## config.mk

```make
export PLATFORM = sky130hd
export DESIGN_NAME = wb_gpio_ctrl_flat
export DESIGN_NICKNAME = d
export VERILOG_FILES = /design/src/rtl/wb_gpio_pkg.sv /design/src/rtl/wb_gpio_ctrl_if.sv /design/src/rtl/wb_sw_debounce.sv /design/src/rtl/wb_gpio_ctrl.sv /design/src/flat_wrapper.sv
export SDC_FILE = /design/constraint.sdc
export NUM_CORES = 1
export LEC_CHECK = 0
export BUFFER_PORTS_ARGS = -buffer_cell sky130_fd_sc_hd__buf_2
export CORE_ASPECT_RATIO = 0.6
export CORE_UTILIZATION = 50
export CTS_BUF_LIST = sky130_fd_sc_hd__clkbuf_4
export CTS_CLUSTER_SIZE = 10
export DETAILED_ROUTE_END_ITERATION = 8
export PLACE_DENSITY = 0.71
export SLEW_MARGIN = 20
export SYNTH_ARGS = -nofsm -noshare
export SYNTH_HDL_FRONTEND = slang
export SYNTH_HIERARCHICAL = 1
export SYNTH_SLANG_ARGS = --single-unit
export TNS_END_PERCENT = 30
```

## constraint.sdc

```tcl
create_clock -name i_clk -period 3.2 [get_ports i_clk]
set_clock_uncertainty 0.1 [all_clocks]
set_input_delay 0.32 -clock i_clk [delete_from_list [all_inputs] [get_ports i_clk]]
set_output_delay 0.32 -clock i_clk [all_outputs]
set_load 0.02 [all_outputs]
```

## src/rtl/wb_gpio_pkg.sv

```systemverilog
// wb_gpio_pkg
// Shared constants and helpers for the Wishbone GPIO slave.
//   WB_AW / WB_DW / WB_SELW : bus address, data and byte-select widths
//   ADDR_*                  : register word addresses (addr[2:0])
//   lane_mask / byte_merge  : byte-lane expansion and merge for partial writes
package wb_gpio_pkg;

  localparam int WB_AW   = 30;
  localparam int WB_DW   = 32;
  localparam int WB_SELW = 4;

  localparam logic [2:0] ADDR_LED     = 3'd0;
  localparam logic [2:0] ADDR_SW      = 3'd1;
  localparam logic [2:0] ADDR_EDGE    = 3'd2;
  localparam logic [2:0] ADDR_IE      = 3'd3;
  localparam logic [2:0] ADDR_LED_TGL = 3'd4;

  function automatic logic [WB_DW-1:0] lane_mask(input logic [WB_SELW-1:0] sel);
    lane_mask = {{8{sel[3]}}, {8{sel[2]}}, {8{sel[1]}}, {8{sel[0]}}};
  endfunction

  function automatic logic [WB_DW-1:0] byte_merge(input logic [WB_DW-1:0]   old_val,
                                                  input logic [WB_DW-1:0]   new_val,
                                                  input logic [WB_SELW-1:0] sel);
    byte_merge = (old_val & ~lane_mask(sel)) | (new_val & lane_mask(sel));
  endfunction

endpackage

```

## src/rtl/wb_gpio_ctrl_if.sv

```systemverilog
// wb_gpio_ctrl_if
// Pipelined Wishbone B4 slave-side bundle for the GPIO peripheral.
//   cyc, stb, we, addr, dat_w, sel : master -> slave request
//   ack, stall, dat_r              : slave -> master response
interface wb_gpio_ctrl_if;
  import wb_gpio_pkg::*;

  logic               cyc;
  logic               stb;
  logic               we;
  logic [WB_AW-1:0]   addr;
  logic [WB_DW-1:0]   dat_w;
  logic [WB_SELW-1:0] sel;
  logic               ack;
  logic               stall;
  logic [WB_DW-1:0]   dat_r;

  modport master (output cyc, stb, we, addr, dat_w, sel,
                  input  ack, stall, dat_r);

  modport slave  (input  cyc, stb, we, addr, dat_w, sel,
                  output ack, stall, dat_r);

endinterface

```

## src/rtl/wb_sw_debounce.sv

```systemverilog
// wb_sw_debounce
// Two-flop synchroniser, free-running sample prescaler and per-bit debouncer
// for asynchronous switch inputs.
//   i_clk, i_reset : clock, synchronous active-high reset
//   i_sw           : raw asynchronous switch inputs
//   o_sw           : debounced switch state
//   o_change       : one-cycle pulse per bit, coincident with o_sw updating
module wb_sw_debounce #(
  parameter int NSW             = 16,
  parameter int DEBOUNCE_CYCLES = 50000
) (
  input  logic           i_clk,
  input  logic           i_reset,
  input  logic [NSW-1:0] i_sw,
  output logic [NSW-1:0] o_sw,
  output logic [NSW-1:0] o_change
);

  localparam int            CW       = $clog2(DEBOUNCE_CYCLES);
  localparam logic [CW-1:0] CNT_LAST = CW'(DEBOUNCE_CYCLES - 1);

  logic [NSW-1:0] sync1;
  logic [NSW-1:0] sync2;
  logic [NSW-1:0] prev;
  logic [CW-1:0]  cnt;
  logic           tick;

  assign tick = (cnt == CNT_LAST);

  // A bit is accepted only when two consecutive samples agree and differ
  // from the current debounced value.
  assign o_change = tick ? (~(sync2 ^ prev) & (sync2 ^ o_sw)) : '0;

  always_ff @(posedge i_clk) begin
    if (i_reset) begin
      sync1 <= '0;
      sync2 <= '0;
      prev  <= '0;
      cnt   <= '0;
      o_sw  <= '0;
    end else begin
      sync1 <= i_sw;
      sync2 <= sync1;
      cnt   <= tick ? '0 : cnt + CW'(1);
      if (tick) begin
        prev <= sync2;
        o_sw <= o_sw ^ o_change;
      end
    end
  end

endmodule

```

## src/rtl/wb_gpio_ctrl.sv

```systemverilog
// wb_gpio_ctrl
// Wishbone B4 pipelined GPIO slave: LED drive, debounced switches with edge
// latching and a level interrupt.
//   i_clk, i_reset : clock, synchronous active-high reset
//   wb             : Wishbone slave bundle (cyc/stb/we/addr/dat_w/sel in,
//                    ack/stall/dat_r out)
//   i_switches     : asynchronous switch inputs
//   o_leds         : LED drive
//   o_int          : level interrupt, high while any enabled edge bit is set
module wb_gpio_ctrl
  import wb_gpio_pkg::*;
#(
  parameter int NLED            = 16,
  parameter int NSW             = 16,
  parameter int DEBOUNCE_CYCLES = 50000
) (
  input  logic            i_clk,
  input  logic            i_reset,
  wb_gpio_ctrl_if.slave   wb,
  input  logic [NSW-1:0]  i_switches,
  output logic [NLED-1:0] o_leds,
  output logic            o_int
);

  logic             accept;
  logic             wr;
  logic [2:0]       reg_addr;
  logic [WB_DW-1:0] wr_lanes;
  logic [WB_DW-1:0] rd_val;
  logic             ack_q;
  logic [WB_DW-1:0] dat_q;
  logic [NLED-1:0]  led_q;
  logic [NSW-1:0]   edge_q;
  logic [NSW-1:0]   ie_q;
  logic [NSW-1:0]   w1c;
  logic             int_q;
  logic [NSW-1:0]   sw_deb;
  logic [NSW-1:0]   sw_chg;
  logic             unused_addr_hi;

  wb_sw_debounce #(
    .NSW             (NSW),
    .DEBOUNCE_CYCLES (DEBOUNCE_CYCLES)
  ) u_debounce (
    .i_clk    (i_clk),
    .i_reset  (i_reset),
    .i_sw     (i_switches),
    .o_sw     (sw_deb),
    .o_change (sw_chg)
  );

  assign wb.stall       = i_reset;
  assign accept         = wb.cyc & wb.stb & ~wb.stall;
  assign wr             = accept & wb.we;
  assign reg_addr       = wb.addr[2:0];
  assign wr_lanes       = wb.dat_w & lane_mask(wb.sel);
  assign unused_addr_hi = ^wb.addr[WB_AW-1:3];

  // The ack is held back whenever the master has dropped the cycle or a
  // reset is in progress, so an abandoned transaction never completes.
  assign wb.ack   = ack_q & wb.cyc & ~i_reset;
  assign wb.dat_r = dat_q;
  assign o_leds   = led_q;
  assign o_int    = int_q;

  always_comb begin
    rd_val = '0;
    case (reg_addr)
      ADDR_LED:  rd_val = WB_DW'(led_q);
      ADDR_SW:   rd_val = WB_DW'(sw_deb);
      ADDR_EDGE: rd_val = WB_DW'(edge_q);
      ADDR_IE:   rd_val = WB_DW'(ie_q);
      default:   rd_val = '0;
    endcase
  end

  always_comb begin
    w1c = '0;
    if (wr && reg_addr == ADDR_EDGE) begin
      w1c = NSW'(wr_lanes);
    end
  end

  always_ff @(posedge i_clk) begin
    if (i_reset) begin
      ack_q  <= 1'b0;
      dat_q  <= '0;
      led_q  <= '0;
      edge_q <= '0;
      ie_q   <= '0;
      int_q  <= 1'b0;
    end else begin
      ack_q <= accept;
      dat_q <= (accept && !wb.we) ? rd_val : '0;

      if (wr && reg_addr == ADDR_LED) begin
        led_q <= NLED'(byte_merge(WB_DW'(led_q), wb.dat_w, wb.sel));
      end else if (wr && reg_addr == ADDR_LED_TGL) begin
        led_q <= led_q ^ NLED'(wr_lanes);
      end

      if (wr && reg_addr == ADDR_IE) begin
        ie_q <= NSW'(byte_merge(WB_DW'(ie_q), wb.dat_w, wb.sel));
      end

      // A new edge in the same cycle as a clear keeps the bit set.
      edge_q <= (edge_q & ~w1c) | sw_chg;
      int_q  <= |(edge_q & ie_q);
    end
  end

endmodule

```

## src/flat_wrapper.sv

```systemverilog
// flat-port wrapper written by rule: the top's interface ports become plain ports
module wb_gpio_ctrl_flat import wb_gpio_pkg::*;
#(
  parameter int NLED            = 16,
  parameter int NSW             = 16,
  parameter int DEBOUNCE_CYCLES = 50000
)
  (i_clk, i_reset, i_switches, o_leds, o_int, wb_cyc, wb_stb, wb_we, wb_addr, wb_dat_w, wb_sel, wb_ack, wb_stall, wb_dat_r);
  wb_gpio_ctrl_if wb_i ();
  input  logic i_clk;
  input  logic i_reset;
  input  logic [NSW-1:0] i_switches;
  output logic [NLED-1:0] o_leds;
  output logic o_int;
  input wire logic [$bits(wb_i.cyc)-1:0] wb_cyc;
  input wire logic [$bits(wb_i.stb)-1:0] wb_stb;
  input wire logic [$bits(wb_i.we)-1:0] wb_we;
  input wire logic [$bits(wb_i.addr)-1:0] wb_addr;
  input wire logic [$bits(wb_i.dat_w)-1:0] wb_dat_w;
  input wire logic [$bits(wb_i.sel)-1:0] wb_sel;
  output wire logic [$bits(wb_i.ack)-1:0] wb_ack;
  output wire logic [$bits(wb_i.stall)-1:0] wb_stall;
  output wire logic [$bits(wb_i.dat_r)-1:0] wb_dat_r;
  assign wb_i.cyc = wb_cyc;
  assign wb_i.stb = wb_stb;
  assign wb_i.we = wb_we;
  assign wb_i.addr = wb_addr;
  assign wb_i.dat_w = wb_dat_w;
  assign wb_i.sel = wb_sel;
  assign wb_ack = wb_i.ack;
  assign wb_stall = wb_i.stall;
  assign wb_dat_r = wb_i.dat_r;
  wb_gpio_ctrl #(.NLED(NLED), .NSW(NSW), .DEBOUNCE_CYCLES(DEBOUNCE_CYCLES)) u_core (.i_clk(i_clk), .i_reset(i_reset), .wb(wb_i), .i_switches(i_switches), .o_leds(o_leds), .o_int(o_int));
endmodule
```

==> results of run 1 <==
==> worst paths after layout <==
check | end | slack (ns) | cells past startpoint
max | u_core/u_debounce/cnt[12] | 0.45 | 6
max reg2reg | u_core/u_debounce/cnt[12] | 0.45 | 6
min | flop | 0.05 | 2
min reg2reg | u_core/u_debounce/sync2[14] | 0.35 | 1
==> cells in the mapped netlist, drive strengths merged, types with 19 or more instances <==
| cell type | instances | area (µm²) |
|---|---|---|
| a21oi | 33 | 165 |
| nor3 | 19 | 95.1 |
| nor2b | 50 | 313 |
| a31oi | 21 | 131 |
| dfxtp | 146 | 2920 |
| nand2 | 99 | 372 |
| mux2i | 21 | 210 |
| clkbuf | 19 | 71.3 |
| o21ai | 32 | 160 |
| nand3 | 21 | 105 |
| nor2 | 102 | 383 |
| buf | 39 | 290 |
==> timing repair <==
action | in CTS | in global routing
setup buffers | 0 | 0
endpoints found under the hold margin | 45 | 0
hold buffers | 31 | 0
==> kinds of logic (layout without fill, tap and decap cells) <==
family,count (synthesis),after routing
buffers and inverters,63,154
adder cells (fa/ha/maj),1,1
AND/OR/NAND/NOR,332,332
AO/OA/AOI/OAI,139,139
XOR/XNOR,13,13
other,1,16
multiplexers,33,33
flip-flops,146,146
==> per-stage QoR <==
step                worst slack [ns]  total power [W]
finish                         0.450          0.00328
global route                   0.277          0.00341
CTS                            0.449          0.00329
detailed placement             0.475          0.00207
global placement               0.590          0.00206
floorplan                      0.946          0.00202
==> critical path, delay by kind of cell (launching register included) <==
family | cells | cell delay (ns)
flops | 1 | 0.42
fa+ha+maj | 1 | 0.21
simple gates | 4 | 1.57
buf+inv | 1 | 0.31
==> power groups by stage <==
| stage | Clock (W) | Combinational, W | Sequential (W) |
|---|---|---|---|
| 2_1_floorplan | 0 | 0.000122 | 0.00190 |
| 3_3_place_gp | 0 | 0.000165 | 0.00190 |
| 3_5_place_dp | 0 | 0.000168 | 0.00190 |
| 4_1_cts | 0.00124 | 0.000198 | 0.00186 |
| 5_1_grt | 0.00133 | 0.000216 | 0.00186 |
| 6_report | 0.00122 | 0.000201 | 0.00186 |
==> layout make-up <==
class	instances	share of cell area (%)
multi-input combinational	534	42.6
sequential	146	39.8
timing repair buffer	117	10.4
tap	165	2.81
clock inverter	14	2.25
clock buffer	18	1.84
inverter	5	0.255
==> per-layer routing <==
| layer | part of all wire, % | vias up | wire [µm] |
|---|---|---|---|
| met4 | 0.79 | 0 | 125 |
| met3 | 6.7 | 16 | 1060 |
| met2 | 46 | 182 | 7250 |
| met1 | 47 | 2691 | 7380 |
| li1 | - | 2709 | - |
| met5 | 0 | - | 0 |
==> results by group, run 1 <==
Timing
  – FMAX: 364 MHz
  – Final setup fails: 0
  – Min Tclk post-route: between 2 and 3 ns
  – Setup TNS: 0 ns
  – Final Max Slew Viols: 0
  – Crit share post-route: 85.9%
  – Max_slew headroom: around half
  – Slew at the pin with the worst max-slew slack: 0.714 ns
  – Fin. Hold Viols: 0
  – Fin Hold WS: 0.0457 ns
  – RSZ-0062 raised after global routing: no

Worst setup path
  – Startpoint types: flop
  – Slowest CP cell: or4_1
  – Crit path DAT: 3.05 ns
  – Critical path cell sequence: ha_1, nand3_1, or4_1, buf_4, nand2b_1, nor2_1
  – CP Capture Type: flop
  – Crit Path Class: flop to flop
  – CP required: approximately 3.5 ns
  – Crit Path Max Fanout: 49
  – Reg2reg start: u_core/u_debounce/cnt[0]
  – Worst stage delay on the critical path: 0.62 ns
  – Worst setup path start: u_core/u_debounce/cnt[0]

Pwr
  – Clock network fraction of total power: a little under two fifths
  – Cell area power density: ~450 nW/µm²
  – Int Pwr: approximately 0.0025 W
  – Switching share of power: 24.8%
  – Leak pwr: 2.76 nW
  – Sequential Power Share: between 50% and 60%
  – Worst VDD drop: between 0.0002 and 0.00025 V
  – Sw power: 0.000813 W
  – Gate power share: 6.1%

GRT
  – Met1 Use GR: 31.8%
  – Met2 Usage GRT: between 40% and 50%
  – Antenna violations before repair: 0
  – Pin count of the biggest net entering global routing: 65
  – First-pass GRT wire length: ~25 mm
  – Total gr overflow: 0
  – Most Used Layer, Global Route: met2
  – Number of global-route vias before repair: 5042
  – Met3 GRT Util: 6.58%
  – Overall routing resource usage: approximately 24%

Layout
  – Final Non-Filler Cells: between 900 and 1000
  – Multi-input logic area: 3140 µm²
  – FILL cells: roughly 1100
  – Final Instance Area: 7350 µm²
  – Layout cells sized above 1: 17.3%
  – Area grow syn2layout: 15.4%
  – # diodes: 0
  – Most frequent cells in the layout: 146 x dfxtp_1, 102 x nor2_1, 99 x nand2_1, 75 x buf_2, 50 x nor2b_1
  – Nets: 909
  – Storage cell area: a little under 3000 µm²
  – Final core occ: 60.0%
  – Commonest non-fill, non-tap cell in the layout: dfxtp_1

CTS
  – CTS tree: done
  – Post_cts resized: 0
  – TritonCTS buffer count: 17
  – Sink Count: 146
  – Clock slew at reported path FFs: between 0.1 and 0.15 ns
  – Clock latency on the worst-skew pair: around 0.53 ns
  – Clock Tree Buf Depth: 2
  – Clock root cell: clkbuf_4
  – Clock H-tree levels: 4

Drt
  – Wire per inst: 15.8 µm
  – Final WL: 15.8 mm
  – Post-route ant nets: 0
  – Vias per std cell: 5.60
  – DR vias: 5598
  – Iter 0 DRT Violations: 500
  – DRC viols: 0
  – DR pass1 iterations: 5

Floorplan
  – Die height: 89.5 µm
  – Ports: 138
  – Die width: around 150 µm
  – DIE AREA: 13200 µm²
  – Row cnt: 31
  – Core area: 12300 µm²
  – Initial Utilization: 52.0%

Synthesis
  – Synthesized-area fraction occupied by adder cells: 0.196%
  – YS warnings: 6
  – Post-synthesis cell area: between 6000 and 7000 µm²
  – Mux contribution to synthesized area: 5.42%
  – Dominant synthesized flop cell: dfxtp_1
  – Post-synthesis sequential area ratio: 45.9%
  – Number of flops mapped to enable cells by yosys: 0
  – Avg Cell Area, Syn: 8.75 µm²
  – Seq cells post-synth: 146
  – Compound-Gate Fraction of Synth Area: 15.4%
  – Post-synthesis simple-gate area fraction: 25.3%
  – Main combinational cell family by area after synthesis: simple AND/OR/NAND/NOR gates
  – Synth unique cells: 44
  – Synth Instances: 728
  – Xor-xnor portion of the synthesized cell area: 1.79%
  – Post-synth ARST share: 0%

Place
  – Placed cells: between 900 and 1000
  – Port bufs: 76
  – DP Wirelength: 10.6 mm
  – GPL Wtd Cong: 0.853
  – Placed cell area: roughly 6700 µm²

Worst hold path
  – Worst Hold Class: input port to flop
  – Hold path start: wb_dat_w[0]

Job
  – Max cap viols: 0

Outcome
  – Status: complete, no violations
(Power assumes the default switching activity.)
==> inputs of run 2 (changes only) <==
==> constraint.sdc (replaced) <==
create_clock -name i_clk -period 3.2 [get_ports i_clk]
set_clock_uncertainty 0.1 [all_clocks]
set_input_delay 0.96 -clock i_clk [delete_from_list [all_inputs] [get_ports i_clk]]
set_output_delay 0.96 -clock i_clk [all_outputs]
set_load 0.02 [all_outputs]
==> run 2 against run 1 <==
Wire length shrank 2.9%. Sequential share of layout area increased by 1.5 points. Register-to-register slack better by 0.05 ns. Sequential cell count did not move. Clock-buffer cell count grew 1. Design area decreased by 3.5%. Critical path depth stayed put. Cell count shrank 3.2%. Core utilization shrank 2.1 points. First-iteration DRC count decreased by 12%. Total power is 3.2% higher. Maximum frequency rose by 1.9%. Largest cell class unchanged.
==> results by group, run 2 (synthesized netlist as in run 1, its figures left out) <==
Worst setup path
  – Crit Path Class: flop to flop
  – R2r setup slk: 0.50 ns
  – Crit path DAT: 2.99 ns
  – Reg2reg start: u_core/u_debounce/cnt[0]
  – CP Capture Type: flop
  – FF-to-FF path depth: 6
  – Crit Path Max Fanout: 49
  – RR Endpoint: u_core/u_debounce/cnt[11]
  – CP required: around 3.5 ns
  – Critical path cell sequence: ha_1, nand3_1, or4_1, buf_4, nand2b_1, nor2_1
  – Buffers & Inverters on Critical Path: 1
  – Critical Path End: u_core/u_debounce/cnt[11]
  – Worst setup path start: u_core/u_debounce/cnt[0]
  – CP top delay family: simple AND/OR/NAND/NOR gates
  – Worst stage delay on the critical path: around 0.60 ns
  – Levels on crit path: 6
  – Startpoint types: flop
  – Slowest CP cell: or4_1

Drt
  – Post-route ant nets: 0
  – Final WL: approximately 15 mm
  – Wire per inst: 15.9 µm
  – Vias per std cell: 5.64
  – DR pass1 iterations: 8
  – DRC viols: 0
  – DR vias: 5457
  – Iter 0 DRT Violations: 441

Pwr
  – Worst VDD drop: 0.000227 V
  – Sequential Power Share: 54.9%
  – Leak pwr: between 2 and 3 nW
  – Sw power: 0.000784 W
  – Switching share of power: 23.2%
  – Clock network fraction of total power: 40.0%
  – Int Pwr: 0.00260 W
  – Cell area power density: 477 nW/µm²
  – Gate power share: 5.1%
  – Power, Total: 0.00338 W

Layout
  – Nets: a little under 900
  – FILL cells: 1089
  – Area grow syn2layout: 11.3%
  – Final Non-Filler Cells: between 900 and 1000
  – Layout cells sized above 1: about 18%
  – Commonest non-fill, non-tap cell in the layout: dfxtp_1
  – Most frequent cells in the layout: 146 x dfxtp_1, 102 x nor2_1, 99 x nand2_1, 75 x buf_2, 50 x nor2b_1
  – # diodes: 0

Place
  – Placed cells: 937
  – GPL Wtd Cong: 0.839
  – Post-Place Setup Slack: 0.531 ns
  – Port bufs: 76
  – DP Wirelength: 10.3 mm

CTS
  – Clock slew at reported path FFs: approximately 0.12 ns
  – CTS Hold Bufs: 0
  – Clock root cell: clkbuf_4
  – Sink Count: 146
  – Clock Tree Buf Depth: 2
  – TritonCTS buffer count: 17
  – Clock H-tree levels: 4
  – Post_cts resized: 0
  – CTS tree: done
  – Clock latency on the worst-skew pair: 0.52 ns
  – Post-CTS setup buffers: 0

Timing
  – Final Max Slew Viols: 0
  – Min Tclk post-route: approximately 2.7 ns
  – RSZ-0062 raised after global routing: no
  – Setup TNS: 0 ns
  – Slew at the pin with the worst max-slew slack: about 0.6 ns
  – Crit share post-route: 84.3%
  – Max_slew headroom: 59.5%
  – PnR worst setup slack: 0.502 ns
  – Final setup fails: 0
  – Fin Hold WS: 0.347 ns
  – FMAX: 371 MHz
  – Fin. Hold Viols: 0

GRT
  – Overall routing resource usage: 23.5%
  – Number of global-route vias before repair: 4981
  – Total gr overflow: 0
  – First-pass GRT wire length: about 24 mm
  – Antenna violations before repair: 0
  – Pin count of the biggest net entering global routing: 116

Floorplan
  – Die height: 89.5 µm
  – Initial Utilization: approximately 52%
  – Die width: 148 µm
  – DIE AREA: between 10000 and 15000 µm²
  – Core area: approximately 12000 µm²
  – Row cnt: 31
  – Ports: 138

Outcome
  – Status: complete, no violations

Job
  – Max cap viols: 0

Worst hold path
  – Worst Hold Class: flop to flop
==> run 2: cell count changes in the layout (fill, tap and decap cells not counted), sizes merged <==
cell,change
clkinv,-4
dlygate4sd3,-31
clkinvlp,-1
clkbuf,+1
buf,+1
bufinv,+2
==> run 2: final cells by class <==
class | count | area [µm²] | share of cell area [%]
Multi-Input combinational cell | 534 | 3140 | 44.2
Timing Repair Buffer | 87 | 478 | 6.74
Inverter | 5 | 18.8 | 0.265
Clock inverter | 11 | 188 | 2.65
Tap cell | 165 | 206 | 2.91
Sequential cell | 146 | 2920 | 41.2
Clock buffer | 19 | 143 | 2.01
==> run 2: worst min path at each step <==
stage                                      startpoint                           to  slack, ns  depth (start not counted)
final                     u_core/u_debounce/sync1[14]  u_core/u_debounce/sync2[14]       0.35                          1
after global routing      u_core/u_debounce/sync1[12]  u_core/u_debounce/sync2[12]       0.36                          1
after CTS                 u_core/u_debounce/sync1[14]  u_core/u_debounce/sync2[14]       0.35                          1
after detailed placement  u_core/u_debounce/sync1[14]  u_core/u_debounce/sync2[14]       0.33                          1
after global placement    u_core/u_debounce/sync1[14]  u_core/u_debounce/sync2[14]       0.33                          1
after floorplan            u_core/u_debounce/sync1[0]   u_core/u_debounce/sync2[0]       0.31                          1
==> run 2: power groups by stage <==
stage	logic [W]	clock network, W	registers [W]
floorplan	0.000122	0	0.00190
global placement	0.000168	0	0.00190
detailed placement	0.000171	0	0.00190
CTS	0.000172	0.00136	0.00186
global route	0.000188	0.00145	0.00186
finish	0.000174	0.00135	0.00186
==> run 2: worst reg2reg max path, delay by kind of cell, from the launching register on <==
kind / cells / cell delay [ns]
adder cells (fa/ha/maj): 1 / 0.21
AND/OR/NAND/NOR: 4 / 1.55
buffers and inverters: 1 / 0.30
flip-flops: 1 / 0.41
==> run 2: through the flow <==
step | utilization [%] | cell area, µm²
3_3_place_gp | 55.2 | 6760
2_1_floorplan | - | 6430
4_1_cts | 57.9 | 7090
6_report | 57.9 | 7090
3_5_place_dp | 55.2 | 6760
5_1_grt | 57.9 | 7090
==> run 2: routing by layer <==
metal | up-vias | routed length (µm) | GRT usage [%]
met5 | - | 0 | 0
met4 | 0 | 184 | 7.87
met3 | 18 | 1110 | 6.68
met2 | 191 | 6840 | 36.8
met1 | 2602 | 7220 | 31.3
li1 | 2646 | - | -
